==> src/rtl/ir_carrier_strip_pkg.sv <==
// ir_pkg: shared IR state encoding and default timing constants
package ir_pkg;
  typedef logic [0:0] ir_state_t;
  localparam ir_state_t IR_SPACE = 1'b1;
  localparam ir_state_t IR_MARK = 1'b0;
  localparam int HOLD_CYC_DEF = 2000;
  localparam int GLITCH_CYC_DEF = 8;
  localparam int LEN_W_DEF = 16;
endpackage

==> src/rtl/ir_carrier_strip_if.sv <==
// ir_carrier_strip_if: raw IR line in, envelope and segment report out
interface ir_carrier_strip_if #(parameter int LEN_W = 16);
  logic ir_sd_i;
  logic ir_car_en_i;
  logic ir_env_o;
  logic [LEN_W-1:0] seg_len_o;
  logic seg_lvl_o;
  logic seg_vld_o;
  modport master (
    output ir_sd_i, ir_car_en_i,
    input ir_env_o, seg_len_o, seg_lvl_o, seg_vld_o
  );
  modport slave (
    input ir_sd_i, ir_car_en_i,
    output ir_env_o, seg_len_o, seg_lvl_o, seg_vld_o
  );
endinterface

==> src/rtl/ir_carrier_strip_glitch_filt.sv <==
// ir_glitch_filt: passes a level only after it has been stable for GLITCH_CYC samples
module ir_glitch_filt #(
  parameter int GLITCH_CYC = 8
)(
  input  logic clk,
  input  logic rst_n,
  input  logic i_lvl,
  output logic o_lvl
);
  localparam int W = $clog2(GLITCH_CYC + 1);
  logic r_lvl;
  logic [W-1:0] r_cnt;
  // count consecutive samples that disagree with the output; adopt the new level on the last one
  always_ff @(posedge clk or negedge rst_n) begin
    if (!rst_n) begin
      r_lvl <= 1'b1;
      r_cnt <= '0;
    end else if (i_lvl == r_lvl) begin
      r_cnt <= '0;
    end else if (r_cnt == W'(GLITCH_CYC - 1)) begin
      r_lvl <= i_lvl;
      r_cnt <= '0;
    end else begin
      r_cnt <= r_cnt + 1'b1;
    end
  end
  assign o_lvl = r_lvl;
endmodule

==> src/rtl/ir_carrier_strip.sv <==
// ir_carrier_strip: strips the IR carrier into a mark/space envelope and reports segment lengths; IR_GLITCH_FILT_EN adds a glitch filter
module ir_carrier_strip
  import ir_pkg::*;
#(
  parameter int HOLD_CYC = HOLD_CYC_DEF,
  parameter int LEN_W = LEN_W_DEF
`ifdef IR_GLITCH_FILT_EN
  , parameter int GLITCH_CYC = GLITCH_CYC_DEF
`endif
)(
  input logic clk,
  input logic rst_n,
  ir_carrier_strip_if.slave bus
);
  localparam int HOLD_W = $clog2(HOLD_CYC + 1);
  logic [1:0] r_sync;
  logic w_lvl;
  logic r_dly;
  logic w_edge;
  logic r_mode;
  logic [HOLD_W-1:0] r_hold;
  logic [HOLD_W-1:0] w_hold_nxt;
  ir_state_t r_state;
  ir_state_t w_state_nxt;
  logic w_go_mark;
  logic w_go_space;
  logic w_tr;
  logic [LEN_W-1:0] r_cnt;
  logic [LEN_W-1:0] w_cnt_inc;
  logic [LEN_W-1:0] r_len;
  logic r_lvl;
  logic r_vld;
  // two-flop synchroniser for the asynchronous receiver line
  always_ff @(posedge clk or negedge rst_n) begin
    if (!rst_n) r_sync <= 2'b11;
    else r_sync <= {r_sync[0], bus.ir_sd_i};
  end
`ifdef IR_GLITCH_FILT_EN
  ir_glitch_filt #(.GLITCH_CYC(GLITCH_CYC)) u_filt (
    .clk(clk),
    .rst_n(rst_n),
    .i_lvl(r_sync[1]),
    .o_lvl(w_lvl)
  );
`else
  assign w_lvl = r_sync[1];
`endif
  assign w_edge = w_lvl ^ r_dly;
  assign w_hold_nxt = w_edge ? '0 : (r_hold == HOLD_W'(HOLD_CYC) ? r_hold : r_hold + 1'b1);
  assign w_go_mark = r_mode ? !w_lvl : (w_edge | !w_lvl);
  assign w_go_space = r_mode ? w_lvl : (w_hold_nxt == HOLD_W'(HOLD_CYC) && w_lvl);
  assign w_state_nxt = r_state == IR_SPACE ? (w_go_mark ? IR_MARK : IR_SPACE) : (w_go_space ? IR_SPACE : IR_MARK);
  assign w_tr = w_state_nxt != r_state;
  assign w_cnt_inc = &r_cnt ? r_cnt : r_cnt + 1'b1;
  // edge delay, hold counter, and mode latch (mode only follows the detector while in space)
  always_ff @(posedge clk or negedge rst_n) begin
    if (!rst_n) begin
      r_dly <= 1'b1;
      r_hold <= '0;
      r_mode <= 1'b1;
    end else begin
      r_dly <= w_lvl;
      r_hold <= w_hold_nxt;
      r_mode <= r_state == IR_SPACE ? bus.ir_car_en_i : r_mode;
    end
  end
  // envelope state and segment measurement, reported on every transition
  always_ff @(posedge clk or negedge rst_n) begin
    if (!rst_n) begin
      r_state <= IR_SPACE;
      r_cnt <= '0;
      r_len <= '0;
      r_lvl <= 1'b1;
      r_vld <= 1'b0;
    end else begin
      r_state <= w_state_nxt;
      r_cnt <= w_tr ? '0 : w_cnt_inc;
      r_len <= w_tr ? w_cnt_inc : r_len;
      r_lvl <= w_tr ? r_state[0] : r_lvl;
      r_vld <= w_tr;
    end
  end
  assign bus.ir_env_o = r_state[0];
  assign bus.seg_len_o = r_len;
  assign bus.seg_lvl_o = r_lvl;
  assign bus.seg_vld_o = r_vld;
endmodule

==> src/flat_wrapper.sv <==
// flat-port wrapper written by rule: the top's interface ports become plain ports
module ir_carrier_strip_flat import ir_pkg::*;
#(
  parameter int HOLD_CYC = HOLD_CYC_DEF,
  parameter int LEN_W = LEN_W_DEF

)
  (clk, rst_n, bus_ir_sd_i, bus_ir_car_en_i, bus_ir_env_o, bus_seg_len_o, bus_seg_lvl_o, bus_seg_vld_o);
  ir_carrier_strip_if #(.LEN_W(LEN_W)) bus_i ();
  input logic clk;
  input logic rst_n;
  input wire logic [$bits(bus_i.ir_sd_i)-1:0] bus_ir_sd_i;
  input wire logic [$bits(bus_i.ir_car_en_i)-1:0] bus_ir_car_en_i;
  output wire logic [$bits(bus_i.ir_env_o)-1:0] bus_ir_env_o;
  output wire logic [$bits(bus_i.seg_len_o)-1:0] bus_seg_len_o;
  output wire logic [$bits(bus_i.seg_lvl_o)-1:0] bus_seg_lvl_o;
  output wire logic [$bits(bus_i.seg_vld_o)-1:0] bus_seg_vld_o;
  assign bus_i.ir_sd_i = bus_ir_sd_i;
  assign bus_i.ir_car_en_i = bus_ir_car_en_i;
  assign bus_ir_env_o = bus_i.ir_env_o;
  assign bus_seg_len_o = bus_i.seg_len_o;
  assign bus_seg_lvl_o = bus_i.seg_lvl_o;
  assign bus_seg_vld_o = bus_i.seg_vld_o;
  ir_carrier_strip #(.HOLD_CYC(HOLD_CYC), .LEN_W(LEN_W)) u_core (.clk(clk), .rst_n(rst_n), .bus(bus_i));
endmodule
==> config.mk <==
export PLATFORM = sky130hd
export DESIGN_NAME = ir_carrier_strip_flat
export DESIGN_NICKNAME = d
export VERILOG_FILES = /design/src/rtl/ir_carrier_strip_pkg.sv /design/src/rtl/ir_carrier_strip_if.sv /design/src/rtl/ir_carrier_strip_glitch_filt.sv /design/src/rtl/ir_carrier_strip.sv /design/src/flat_wrapper.sv
export SDC_FILE = /design/constraint.sdc
export NUM_CORES = 1
export LEC_CHECK = 0
export ABC_CLOCK_PERIOD_IN_PS = 2700
export BUFFER_PORTS_ARGS = -buffer_cell sky130_fd_sc_hd__buf_2
export CAP_MARGIN = 20
export CORE_ASPECT_RATIO = 1.5
export CORE_MARGIN = 4
export CORE_UTILIZATION = 30
export CTS_CLUSTER_DIAMETER = 80
export CTS_CLUSTER_SIZE = 20
export DETAILED_ROUTE_END_ITERATION = 10
export GPL_ROUTABILITY_DRIVEN = 0
export PLACE_DENSITY = 0.56
export SLEW_MARGIN = 20
export SYNTH_ARGS = -nofsm -noshare
export SYNTH_HDL_FRONTEND = slang
export SYNTH_HIERARCHICAL = 1
export SYNTH_SLANG_ARGS = --single-unit
==> constraint.sdc <==
create_clock -name clk -period 2.7 [get_ports clk]
set_input_delay 0 -clock clk [delete_from_list [all_inputs] [get_ports clk]]
set_output_delay 0 -clock clk [all_outputs]
set_load 0.1 [all_outputs]
After elaboration in Yosys (flattened, before gate mapping):

Cells that the tools add are included.

* equal/unequal tests: 3
* $add $sub $neg: 2
* bitwise gates (word level): 2
* reductions and logical operators: 3
* muxes and demuxes: 9

Operator list (count)
* $mux W16: 2
* $eq A11 B11 Y1 const B: 2
* $mux W11: 2
* $add A16 B1 Y16 const B: 1
* $reduce_and A16 Y1: 1
* $add A11 B1 Y11 const B: 1
* $mux W1: 5
* $logic_and A1 B1 Y1: 1
* $logic_not A1 Y1: 1
* $ne A1 B1 Y1: 1
* $or A1 B1 Y1: 1
* $xor A1 B1 Y1: 1

* word-level logic and storage cells: 28
* register bits after elaboration: 50
* input port bits: 4
* output and inout bits: 19

Longest topological paths before layout:

Gate-level depths: netlist (run 1).

* word-level depth: 10
* mapped depth: 10
* depth with buffers taken out: 9

Worst setup path before layout (run 1):

No wires, ideal clock.

* path kind: flip-flop to flip-flop
* start point: register u_core.r_sync[1]
* end point: register u_core.r_cnt[8]
* library setup time: 0.139 ns
* arrival time: 2.341 ns
* buffers on the path: 1
* path slack: 0.220 ns
* cell stages (with the launch flop): 9
* data required time: 2.561 ns
* clock period less this slack: 2.480 ns
* path through: dfstp_2 -> ha_1 -> or4_1 -> o21ai_1 -> nand4_1 -> o21ai_2 -> o211a_2 -> buf_2 -> nor2_1

* longest elaborated chain between the ends: 9
* elaborated cells between the ends (all ways): 13
* those cells by class: eq/ne: 2; mux: 7; bitwise: 2; reduce/logical: 2

Ends and longest elaborated chain
* start, declared: RTL line ir_carrier_strip.sv:16 `logic [1:0] r_sync;`
* start signal, assigned: RTL line ir_carrier_strip.sv:36 `else r_sync <= {r_sync[0], bus.ir_sd_i};`
* $xor A1 B1 Y1: RTL line ir_carrier_strip.sv:48 `assign w_edge = w_lvl ^ r_dly;`
* $mux W11: RTL line ir_carrier_strip.sv:49 `assign w_hold_nxt = w_edge ? '0 : (r_hold == HOLD_W'(HOLD_CYC) ? r_hold : r_hold + 1'b1);`
* via u_core.w_hold_nxt[6]: RTL line ir_carrier_strip.sv:22 `logic [HOLD_W-1:0] w_hold_nxt;`
* $eq A11 B11 Y1: RTL line ir_carrier_strip.sv:51 `assign w_go_space = r_mode ? w_lvl : (w_hold_nxt == HOLD_W'(HOLD_CYC) && w_lvl);`
* $logic_and A1 B1 Y1: RTL line ir_carrier_strip.sv:51
* $mux W1: RTL line ir_carrier_strip.sv:51
* $mux W1 (2 in a row): RTL line ir_carrier_strip.sv:52 `assign w_state_nxt = r_state == IR_SPACE ? (w_go_mark ? IR_MARK : IR_SPACE) : (w_go_space ? IR_SPACE : IR_MARK ...`
* $ne A1 B1 Y1: RTL line ir_carrier_strip.sv:53 `assign w_tr = w_state_nxt != r_state;`
* via u_core.w_tr: RTL line ir_carrier_strip.sv:27 `logic w_tr;`
* $mux W16: RTL line ir_carrier_strip.sv:77 `r_cnt <= w_tr ? '0 : w_cnt_inc;`
* end signal, assigned: RTL line ir_carrier_strip.sv:77
* end, declared: RTL line ir_carrier_strip.sv:28 `logic [LEN_W-1:0] r_cnt;`

The timed path passes the listed nets, and every way through them passes these cells.
A chain may end at the register's enable or synchronous reset.

Worst setup path after layout (run 1):

* start point: register u_core.r_sync[1]
* end point: register u_core.r_len[5] (netlist: u_core/bus.seg_len_o[5])

* longest elaborated chain between the ends: 8
* elaborated cells between the ends (all ways): 12
* those cells by class: eq/ne: 2; mux: 6; bitwise: 2; reduce/logical: 2

Ends and longest elaborated chain
* $xor A1 B1 Y1: RTL line ir_carrier_strip.sv:48
* $mux W11: RTL line ir_carrier_strip.sv:49
* via u_core.w_hold_nxt[4]: RTL line ir_carrier_strip.sv:22
* $eq A11 B11 Y1: RTL line ir_carrier_strip.sv:51
* $logic_and A1 B1 Y1: RTL line ir_carrier_strip.sv:51
* $mux W1: RTL line ir_carrier_strip.sv:51
* $mux W1 (2 in a row): RTL line ir_carrier_strip.sv:52
* $ne A1 B1 Y1: RTL line ir_carrier_strip.sv:53
* end signal, assigned: RTL line ir_carrier_strip.sv:78 `r_len <= w_tr ? w_cnt_inc : r_len;`
* end, declared: RTL line ir_carrier_strip.sv:30 `logic [LEN_W-1:0] r_len;`

The timed path passes the listed nets, and every way through them passes these cells.

==> results of run 1 <==
-- Yosys cell counts (all sizes together), types with 3 or more instances --
master	count	area, um^2
nor2	63	236
dfrtp	44	1100
a21oi	42	210
nand2	21	78.8
o21ai	21	113
clkbuf	17	63.8
a211oi	13	97.6
inv	13	48.8
nand3	12	65.1
nor3	10	55.1
nand4	8	56.3
o22ai	7	43.8
a22oi	6	45.0
dfstp	6	158
or3	6	42.5
xor2	6	52.6
a221oi	5	43.8
and2	5	31.3
mux2	5	56.3
nor2b	5	31.3
nor4	5	46.3
xnor2	5	43.8
a2111oi	4	47.6
and3	4	25.0
buf	4	18.8
ha	4	50.1
mux2i	4	40.0
nand2b	4	25.0
o211ai	3	22.5
o31ai	3	22.5
-- registers in the layout (all words and copies together) (netlist names) --
| name | cells |
|---|---|
| u_core/bus.seg_lvl_o | 1 |
| u_core/r_mode | 1 |
| u_core/r_dly | 1 |
| u_core/r_cnt | 16 |
| u_core/bus.seg_vld_o | 1 |
| u_core/r_hold | 11 |
| u_core/bus.ir_env_o | 1 |
| u_core/bus.seg_len_o | 16 |
| u_core/r_sync | 2 |
-- worst max-delay path by stage --
stage                               endpoint  slack, ns  cells after the start
finish               u_core/bus.seg_len_o[5]       0.13                      9
global route        u_core/bus.seg_len_o[10]       0.01                     10
CTS                  u_core/bus.seg_len_o[8]       0.07                      9
detailed placement   u_core/bus.seg_len_o[8]       0.08                      9
global placement     u_core/bus.seg_len_o[8]       0.13                      9
floorplan                    u_core/r_cnt[8]       0.22                      8
-- layer usage --
layer,up-vias,wire (um)
met5,-,0
met4,0,170
met3,15,396
met2,94,5110
met1,1498,3640
li1,1487,-
-- power breakdown --
| part | switching, mW | internal [mW] |
|---|---|---|
| clock | 0.286 | 0.443 |
| combinational | 1.62 | 0.612 |
| sequential | 0.234 | 0.932 |
-- area by class of cell --
cell class | count | area [um^2] | share of cell area (%)
tap | 144 | 180 | 4.67
inverter | 14 | 52.6 | 1.36
multi-input combinational | 300 | 1860 | 48.1
clock inverter | 3 | 48.8 | 1.26
sequential | 50 | 1260 | 32.6
timing repair buffer | 49 | 337 | 8.72
clock buffer | 5 | 125 | 3.24
-- per-stage QoR --
stage / setup WS (ns) / utilization [%] / instance area (um^2)
after floorplan: 0.220 / - / 3220
final: 0.134 / 36.7 / 3860
after global routing: 0.0127 / 36.7 / 3860
after global placement: 0.128 / 34.3 / 3620
after CTS: 0.0747 / 36.3 / 3820
after detailed placement: 0.0821 / 34.3 / 3620
-- what timing repair did --
action                                 4_1_cts  5_1_grt
hold buffers                                 3        0
setup endpoints to repair                    0        9
resized for setup                            0        8
endpoints found under the hold margin       31        0
setup buffers                                0        1
-- cells by family (layout without fill, tap and decap cells) --
kind of cell,count (synthesis),in the layout,share of synthesized area [%]
simple gates,149,149,23.1
compound gates,127,127,26.2
flops,50,50,39.0
buf+inv,35,71,4.19
xor+xnor,11,11,2.99
mux,9,9,2.99
fa+ha+maj,4,4,1.55
-- worst max-delay path, delay by kind of cell (launching register included) --
family,cells,cell delay (ns)
compound gates,2,0.28
flops,1,0.53
mux,1,0.16
buf+inv,1,0.19
simple gates,4,1.02
fa+ha+maj,1,0.24
==> parameters.txt, run 1 <==
Parameter                              Value

Run status
  Run status ... complete, no violations

Placement
  Detailed placement HPWL ... between 6 and 7 mm
  Total instance count after detailed placement ... 553
  Port Buffers ... 22

Cells and area
  Post-Layout Cell Count ... 565
  Count of nets after finishing ... 428
  Area growth from synthesis to layout ... 19.8%
  Share of layout cells above drive strength 1 ... 19.7%
  Antenna Cells ... 0
  Total of fill cells in the finished design ... around 1100
  Commonest non-fill, non-tap cells in the layout ... sky130_fd_sc_hd__nor2_1 (63), sky130_fd_sc_hd__dfrtp_1 (43), sky130_fd_sc_hd__a21oi_1 (42), sky130_fd_sc_hd__buf_2 (22), sky130_fd_sc_hd__buf_4 (22)
  Commonest non-fill, non-tap cell in the layout ... sky130_fd_sc_hd__nor2_1

Clock tree
  Number of buffers on the longest clock path ... 2
  CTS sink cnt ... 50
  H-tree depth ... 2
  TritonCTS clock tree ... yes
  Number of buffers added by the clock tree synthesis step ... 5
  Clock transition at the registers of the reported paths ... 0.07 ns
  Worst-skew pair later-pin latency ... 0.29 ns
  Root cell of the clock tree ... sky130_fd_sc_hd__clkbuf_16

Power
  Worst IR Drop VDD ... roughly 400 uV
  Leakage power figure ... 1.58 nW
  Power density cells ... 1070 mW/mm^2
  Post-layout total power ... just over 4 mW

Drt
  Vias/cell ... 5.48
  Routed wire length ... 9.32 mm
  Via count of the routed design ... 3094
  Detailed router's first-iteration violation count ... 268
  Pre-antenna DRT Iters ... 5
  Wirelength per Cell ... between 15 and 20 um
  Detail Route Antenna Nets ... 0
  Drt drc ... 0

STA
  Setup TNS Final ... 0 ns
  RSZ-0062 raised after global routing ... no
  Number of hold violations in the final report ... 0
  Worst relative slew slack ... 52.5%
  Worst Tran Pin Value ... 0.705 ns
  Post-route clock period utilization ... 95.1%
  Upper clock frequency limit ... about 0.4 GHz
  Number of failing setup endpoints in the final timing report ... 0
  Hold slack ... 0.286 ns
  Final number of max-transition violations ... 0
  Min Tclk post-route ... 2.57 ns
  Clock Skews ... 0.00739 ns

Setup path
  Crit path capture type ... flip-flop
  Flop-to-flop setup slack ... 0.13 ns
  Highest cell delay on the worst timing path ... 0.53 ns
  Highest-delay cell along the critical path ... sky130_fd_sc_hd__dfstp_2
  CP Cell Sequence ... ha_1, buf_4, nor2b_1, mux2_2, and4_1, nand4_1, or3_4, o21ai_2, a211oi_1
  Worst setup SP type ... flip-flop
  Start point of the critical path ... u_core/r_sync[1]
  Launch point of the worst reg-to-reg path ... u_core/r_sync[1]
  Largest fanout on the critical path ... 13
  Crit Reg-Reg Endpoint ... u_core/bus.seg_len_o[5]
  Type of the worst setup path ... reg -> reg
  Worst Reg2Reg Path Length in Cells ... 9
  Endpoint arrival time on the critical path ... 2.72 ns
  Required arrival time at the worst endpoint ... ~2.9 ns

Logic synthesis
  Mean Syn Cell Area ... 8.37 um^2
  Number of synthesized register bits ... 50
  Net count after synthesis ... 393
  Number of enable flip-flop cells after synthesis ... 0
  Share of synthesized flip-flops with an asynchronous set or reset ... 100%
  Share of synthesized area occupied by flip-flops and latches ... 39.0%
  Number of distinct library cells after synthesis ... 63
  Post-Syn Instances ... between 300 and 400
  Area of the mapped netlist ... approximately 0.0032 mm^2
  Top FF cell, synth ... sky130_fd_sc_hd__dfrtp_1
  Synth warn ... 6

Global route
  Vias in the first global route ... 3057
  Initial antenna violation count ... 0
  Met2 track demand over resource in global routing ... 28.9%
  Pin count of the biggest net entering global routing ... 31
  Met1 Resource Use GR ... 17.0%
  M3 GR Usage ... 2.62%
  Highest-utilization routing layer at the global route stage ... met2
  Global-route wire length before repair ... 15.3 mm
  Global router's overall resource usage ... 15.3%
  Remaining Overflow, GRT ... 0

Die
  Effective utilization at floorplan ... around 31%
  I/O Pins ... 23
  DIE AREA ... ~0.013 mm^2
  Row cnt ... 46
  Core outline area ... 0.0105 mm^2
  Die Width ... 92.6 um
  Chip Height ... 135 um

Run
  Total of max-cap violations ... 0

Min path
  Type of the most critical hold path ... in -> async
Note: power is estimated with default switching activity, not from simulation.
==> run 2, diff against run 1 <==
--- a/config.mk
+++ b/config.mk
@@ -5,7 +5,7 @@
 export SDC_FILE = /design/constraint.sdc
 export NUM_CORES = 1
 export LEC_CHECK = 0
-export ABC_CLOCK_PERIOD_IN_PS = 2700
+export ABC_CLOCK_PERIOD_IN_PS = 2790
 export BUFFER_PORTS_ARGS = -buffer_cell sky130_fd_sc_hd__buf_2
 export CAP_MARGIN = 20
 export CORE_ASPECT_RATIO = 1.5
@@ -15,7 +15,7 @@
 export CTS_CLUSTER_SIZE = 20
 export DETAILED_ROUTE_END_ITERATION = 10
 export GPL_ROUTABILITY_DRIVEN = 0
-export PLACE_DENSITY = 0.56
+export PLACE_DENSITY = 0.54
 export SLEW_MARGIN = 20
 export SYNTH_ARGS = -nofsm -noshare
 export SYNTH_HDL_FRONTEND = slang
==> constraint.sdc (replaced) <==
create_clock -name clk -period 2.79 [get_ports clk]
set_input_delay 0 -clock clk [delete_from_list [all_inputs] [get_ports clk]]
set_output_delay 0 -clock clk [all_outputs]
set_load 0.1 [all_outputs]
==> run 2 against run 1 <==
  * Wire length rose by 4.9%
  * Clock power rose by 9.6%
  * Sequential power barely moved
  * Global-route usage rose by 0.22 points
  * Cell area fell by 1.3%
  * Utilization fell by 0.48 points
==> parameters.txt, run 2 (synthesized netlist as in run 1, its figures left out) <==
Parameter                              Value

Run status
  Run status ... complete, no violations

Placement
  Detailed placement HPWL ... 7.05 mm (+2.1%)
  Total instance count after detailed placement ... 546 (-1.3%)
  Port Buffers ... 22 (unchanged)

Setup path
  Worst setup SP type ... flip-flop
  Flop-to-flop setup slack ... 0.16 ns (+0.02 ns)
  Required arrival time at the worst endpoint ... 2.96 ns (+0.11 ns)
  Largest fanout on the critical path ... 9 (-4)
  Endpoint arrival time on the critical path ... 2.81 ns (+0.09 ns)
  Type of the worst setup path ... reg -> reg
  Crit path capture type ... flip-flop

STA
  Min Tclk post-route ... 2.63 ns (+0.0685 ns)
  Hold slack ... 0.197 ns (-0.0883 ns)
  RSZ-0062 raised after global routing ... yes
  Number of failing setup endpoints in the final timing report ... 0 (unchanged)
  Clock Skews ... 0.00785 ns (+0.000460 ns)
  Final number of max-transition violations ... 0 (unchanged)
  Worst Tran Pin Value ... 0.666 ns (-0.0385 ns)
  Upper clock frequency limit ... 0.380 GHz (-2.6%)
  Post-route clock period utilization ... 94.4% (-0.61 points)
  Number of hold violations in the final report ... 0 (unchanged)
  Worst relative slew slack ... 55.6% (+3.1 points)

Die
  Die Width ... 92.6 um (unchanged)
  Effective utilization at floorplan ... 30.6% (unchanged)
  I/O Pins ... 23 (unchanged)
  Chip Height ... 135 um (unchanged)
  Core outline area ... 0.0105 mm^2 (unchanged)
  Row cnt ... 46 (unchanged)
  DIE AREA ... 0.0125 mm^2 (unchanged)

Clock tree
  Number of buffers on the longest clock path ... 2 (unchanged)
  Number of buffers added by the clock tree synthesis step ... 5 (unchanged)
  TritonCTS clock tree ... yes
  CTS sink cnt ... 50 (unchanged)
  Worst-skew pair later-pin latency ... 0.29 ns (about the same)
  Root cell of the clock tree ... sky130_fd_sc_hd__clkbuf_16
  H-tree depth ... 2 (unchanged)
  Clock transition at the registers of the reported paths ... 0.07 ns (about the same)

Cells and area
  Area growth from synthesis to layout ... 18.2%
  Antenna Cells ... 0 (unchanged)
  Count of nets after finishing ... 421 (-1.6%)
  Commonest non-fill, non-tap cells in the layout ... sky130_fd_sc_hd__nor2_1 (63), sky130_fd_sc_hd__dfrtp_1 (44), sky130_fd_sc_hd__a21oi_1 (42), sky130_fd_sc_hd__buf_2 (22), sky130_fd_sc_hd__nand2_1 (21)
  Post-Layout Cell Count ... 558 (-1.2%)
  Commonest non-fill, non-tap cell in the layout ... sky130_fd_sc_hd__nor2_1
  Share of layout cells above drive strength 1 ... 17.9% (-1.8 points)

Global route
  Global router's overall resource usage ... 15.5% (+0.22 points)
  Global-route wire length before repair ... 15.2 mm (-0.72%)
  Vias in the first global route ... 2935 (-4.0%)
  Remaining Overflow, GRT ... 0 (unchanged)
  Initial antenna violation count ... 0 (unchanged)
  Pin count of the biggest net entering global routing ... 31 (unchanged)

Drt
  Detail Route Antenna Nets ... 0 (unchanged)
  Wirelength per Cell ... 17.5 um (+6.2%)
  Drt drc ... 0 (unchanged)
  Vias/cell ... 5.59 (+2.1%)
  Routed wire length ... 9.77 mm (+4.9%)
  Via count of the routed design ... 3120 (+0.84%)
  Detailed router's first-iteration violation count ... 269 (+0.37%)
  Pre-antenna DRT Iters ... 4 (-1)

Power
  Worst IR Drop VDD ... 418 uV (+6.8%)
  Post-layout total power ... 4.05 mW (-1.8%)
  Leakage power figure ... 1.56 nW (-1.4%)
  Power density cells ... 1060 mW/mm^2 (-0.51%)

Min path
  Type of the most critical hold path ... in -> async

Run
  Total of max-cap violations ... 0 (unchanged)
==> run 2: path summary, 6_finish.rpt <==
| path | cells after the start | end | startpoint |
|---|---|---|---|
| worst max-delay path | 10 | u_core/bus.seg_len_o[0] | u_core/r_sync[1] |
| worst min-delay path | 2 | u_core/bus.seg_len_o[9] | rst_n |
| worst max register to register | 10 | u_core/bus.seg_len_o[0] | u_core/r_sync[1] |
| worst min register to register | 0 | u_core/r_sync[1] | u_core/r_sync[0] |
| max in group asynchronous | 3 | u_core/r_sync[0] | rst_n |
| min in group clk | 2 | u_core/r_sync[0] | bus_ir_sd_i |
==> run 2: worst max-delay path, stage by stage, from the launching register on <==
cell	delay, ns
sky130_fd_sc_hd__dfstp_2	0.53
sky130_fd_sc_hd__ha_1	0.29
sky130_fd_sc_hd__buf_4	0.21
sky130_fd_sc_hd__nor2b_1	0.10
sky130_fd_sc_hd__mux2_2	0.16
sky130_fd_sc_hd__and4_1	0.23
sky130_fd_sc_hd__nand4_1	0.15
sky130_fd_sc_hd__o21ai_2	0.24
sky130_fd_sc_hd__buf_4	0.19
sky130_fd_sc_hd__inv_1	0.06
sky130_fd_sc_hd__a221o_1	0.35
==> run 2: timing repair <==
action,4_1_cts,5_1_grt
setup buffers,0,1
hold buffers,3,0
endpoints found under the setup margin,0,7
hold endpoints to repair,22,0
resized for setup,0,7
==> run 2: where the power goes <==
part / internal, mW / total (mW) / switching, mW
registers: 0.902 / 1.15 / 0.253
logic: 0.559 / 2.10 / 1.54
clock network: 0.516 / 0.799 / 0.283
==> run 2: final cells by class <==
cell class,instances,area (um^2)
Tap cell,144,180
Fill cell,1079,6720
Inverter,14,52.6
Sequential cell,50,1260
Clock inverter,3,68.8
Multi-Input combinational cell,300,1850
Clock buffer,5,125
Timing Repair Buffer,42,272
==> run 2: metrics by stage <==
step           instance area [um^2]  utilization [%]  setup TNS, ns  setup slack (ns)
2_1_floorplan                  3220                -              0             0.310
3_3_place_gp                   3550             33.7              0             0.158
3_5_place_dp                   3550             33.7              0            0.0650
4_1_cts                        3780             35.9              0            0.0505
5_1_grt                        3810             36.2         -0.434           -0.0461
6_report                       3810             36.2              0             0.155
==> run 2: per-layer routing <==
metal,vias up,part of all wire [%],GRT usage [%]
met2,94,54,28.8
met3,21,4.4,3.18
met1,1532,39,17.0
li1,1473,-,-
met4,0,2.7,6.19
met5,-,0,0
==> run 3, diff against run 2 <==
--- a/config.mk
+++ b/config.mk
@@ -8,6 +8,8 @@
 export ABC_CLOCK_PERIOD_IN_PS = 2790
 export BUFFER_PORTS_ARGS = -buffer_cell sky130_fd_sc_hd__buf_2
 export CAP_MARGIN = 20
+export CELL_PAD_IN_SITES_DETAIL_PLACEMENT = 2
+export CELL_PAD_IN_SITES_GLOBAL_PLACEMENT = 2
 export CORE_ASPECT_RATIO = 1.5
 export CORE_MARGIN = 4
 export CORE_UTILIZATION = 30
@@ -15,7 +17,7 @@
 export CTS_CLUSTER_SIZE = 20
 export DETAILED_ROUTE_END_ITERATION = 10
 export GPL_ROUTABILITY_DRIVEN = 0
-export PLACE_DENSITY = 0.54
+export PLACE_DENSITY = 0.76
 export SLEW_MARGIN = 20
 export SYNTH_ARGS = -nofsm -noshare
 export SYNTH_HDL_FRONTEND = slang
==> run 3 against run 2 <==
  * Wire length up 12%
  * Critical path type unchanged
  * Largest cell class unchanged
  * Highest routed layer unchanged
  * Power fell by 3.0%
  * Via count grew 1.8%
==> parameters.txt, run 3 (synthesized netlist as in run 1, its figures left out) <==
Parameter                              Value

Global route
  Initial antenna violation count ... 0 (unchanged)
  Global-route wire length before repair ... 18.0 mm (+18%)
  Remaining Overflow, GRT ... 0 (unchanged)
  Vias in the first global route ... 3458 (+18%)
  Pin count of the biggest net entering global routing ... 33 (+6.5%)
  Global router's overall resource usage ... 18.2% (+2.7 points)

STA
  Post-route clock period utilization ... 96.5% (+2.0 points)
  Hold slack ... 0.339 ns (+0.142 ns)
  Number of failing setup endpoints in the final timing report ... 0 (unchanged)
  Clock Skews ... 0.00501 ns (-0.00284 ns)
  Number of hold violations in the final report ... 0 (unchanged)
  Worst relative slew slack ... 45.6% (-10 points)
  Final setup slack of the worst path ... 0.0984 ns (-0.0566 ns)
  Worst Tran Pin Value ... 0.816 ns (+0.149 ns)
  Min Tclk post-route ... 2.69 ns (+0.0566 ns)
  Upper clock frequency limit ... 0.372 GHz (-2.1%)
  RSZ-0062 raised after global routing ... yes
  Final number of max-transition violations ... 0 (unchanged)

Setup path
  CP Cell Sequence ... ha_1, or4_1, o21ai_1, nand4_1, nor3_2, a2bb2oi_1, o211a_1
  Type of the worst setup path ... reg -> reg
  Crit path capture type ... flip-flop
  Largest fanout on the critical path ... 7 (-2)
  Highest-delay cell along the critical path ... sky130_fd_sc_hd__or4_1
  Combined buffer and inverter count along the critical path ... 0 (-3)
  Endpoint arrival time on the critical path ... 2.87 ns (+0.06 ns)
  Required arrival time at the worst endpoint ... 2.97 ns (about the same)
  Worst setup SP type ... flip-flop
  Highest cell delay on the worst timing path ... 0.54 ns (about the same)
  Family with the most delay on the worst path ... simple AND/OR/NAND/NOR gates

Cells and area
  Commonest non-fill, non-tap cell in the layout ... sky130_fd_sc_hd__nor2_1
  Share of layout cells above drive strength 1 ... 18.1% (+0.26 points)
  Total of fill cells in the finished design ... 1229 (+14%)
  Final design utilization ... 35.9% (-0.30 points)
  Area growth from synthesis to layout ... 17.2%
  Antenna Cells ... 0 (unchanged)
  Commonest non-fill, non-tap cells in the layout ... sky130_fd_sc_hd__nor2_1 (63), sky130_fd_sc_hd__dfrtp_1 (44), sky130_fd_sc_hd__a21oi_1 (42), sky130_fd_sc_hd__buf_2 (22), sky130_fd_sc_hd__buf_4 (22)
  Count of nets after finishing ... 426 (+1.2%)

Die
  Effective utilization at floorplan ... 30.6% (unchanged)
  Chip Height ... 135 um (unchanged)
  I/O Pins ... 23 (unchanged)
  Die Width ... 92.6 um (unchanged)
  DIE AREA ... 0.0125 mm^2 (unchanged)
  Core outline area ... 0.0105 mm^2 (unchanged)
  Row cnt ... 46 (unchanged)

Drt
  Drt drc ... 0 (unchanged)
  Wirelength per Cell ... 19.5 um (+11%)
  Detail Route Antenna Nets ... 0 (unchanged)
  Vias/cell ... 5.64 (+0.86%)
  Routed wire length ... 11.0 mm (+12%)
  Pre-antenna DRT Iters ... 4 (unchanged)
  Detailed router's first-iteration violation count ... 157 (-42%)
  Via count of the routed design ... 3175 (+1.8%)

Power
  Leakage power figure ... 1.55 nW (-0.58%)
  Worst IR Drop VDD ... 336 uV (-20%)
  Power density cells ... 1040 mW/mm^2 (-2.2%)

Min path
  Type of the most critical hold path ... in -> async

Placement
  Setup slack after placement ... 0.0879 ns (+0.0229 ns)
  Port Buffers ... 22 (unchanged)
  Detailed placement HPWL ... 8.34 mm (+18%)

Clock tree
  Root cell of the clock tree ... sky130_fd_sc_hd__clkbuf_16
  CTS sink cnt ... 50 (unchanged)
  Number of buffers added by the clock tree synthesis step ... 5 (unchanged)
  TritonCTS clock tree ... yes
  Number of buffers on the longest clock path ... 2 (unchanged)
  Clock transition at the registers of the reported paths ... 0.07 ns (about the same)
  Worst-skew pair later-pin latency ... 0.29 ns (about the same)
  H-tree depth ... 2 (unchanged)
  Post-CTS Setup Inserts ... 0 (unchanged)

Run status
  Run status ... complete, no violations

Run
  Total of max-cap violations ... 0 (unchanged)
-- run 3: worst reg2reg max path, stage by stage (launching register included) --
cell and delay, ns:
sky130_fd_sc_hd__dfstp_2 0.53, sky130_fd_sc_hd__ha_1 0.30, sky130_fd_sc_hd__or4_1 0.54, sky130_fd_sc_hd__o21ai_1 0.15, sky130_fd_sc_hd__nand4_1 0.20, sky130_fd_sc_hd__nor3_2 0.54
sky130_fd_sc_hd__a2bb2oi_1 0.16, sky130_fd_sc_hd__o211a_1 0.16
-- run 3: report_power, final --
| part | internal [mW] | switching (mW) | total (mW) |
|---|---|---|---|
| registers | 0.902 | 0.259 | 1.16 |
| logic | 0.560 | 1.57 | 2.13 |
| clock network | 0.356 | 0.279 | 0.635 |
| total | 1.82 | 2.11 | 3.93 |
-- run 3: what timing repair did --
item                                    CTS  global route
resized for setup                         0             1
endpoints found under the setup margin    0             3
hold endpoints to repair                 26             0
hold buffers                              3             0
-- run 3: final timing paths --
path	startpoint	to	slack, ns	cells past startpoint
worst max register to register	u_core/r_sync[1]	u_core/bus.seg_len_o[8]	0.1	7
max in group asynchronous	rst_n	u_core/bus.seg_len_o[6]	1.78	3
worst max-delay path	u_core/r_sync[1]	u_core/bus.seg_len_o[8]	0.1	7
worst min register to register	u_core/r_sync[0]	u_core/r_sync[1]	0.36	0
min in group clk	bus_ir_sd_i	u_core/r_sync[0]	0.34	2
worst min-delay path	rst_n	u_core/bus.seg_len_o[14]	0.34	2
-- run 3: stage by stage --
stage / instance area, um^2 / setup TNS, ns / instances / power, mW
floorplan: 3220 / 0 / 385 / 2.74
global placement: 3600 / 0 / 552 / 3.22
detailed placement: 3600 / 0 / 552 / 3.30
CTS: 3780 / 0 / 563 / 3.97
global route: 3780 / -0.112 / 563 / 4.17
finish: 3780 / 0 / 563 / 3.93
-- run 3: per-layer routing --
| metal | track usage, % | share of wire [%] | up-vias |
|---|---|---|---|
| met1 | 19.7 | 39 | 1654 |
| met3 | 1.78 | 1.5 | 13 |
| met5 | 0 | 0 | - |
| li1 | - | - | 1481 |
| met2 | 36.3 | 57 | 27 |
| met4 | 5.46 | 1.7 | 0 |
-- run 3: layout make-up --
class | count | area, um^2 | area share [%]
Clock buffer | 6 | 139 | 3.67
Clock inverter | 2 | 12.5 | 0.331
Sequential cell | 50 | 1260 | 33.3
Inverter | 14 | 52.6 | 1.39
Tap cell | 144 | 180 | 4.77
Timing Repair Buffer | 47 | 305 | 8.08
Multi-Input combinational cell | 300 | 1830 | 48.5
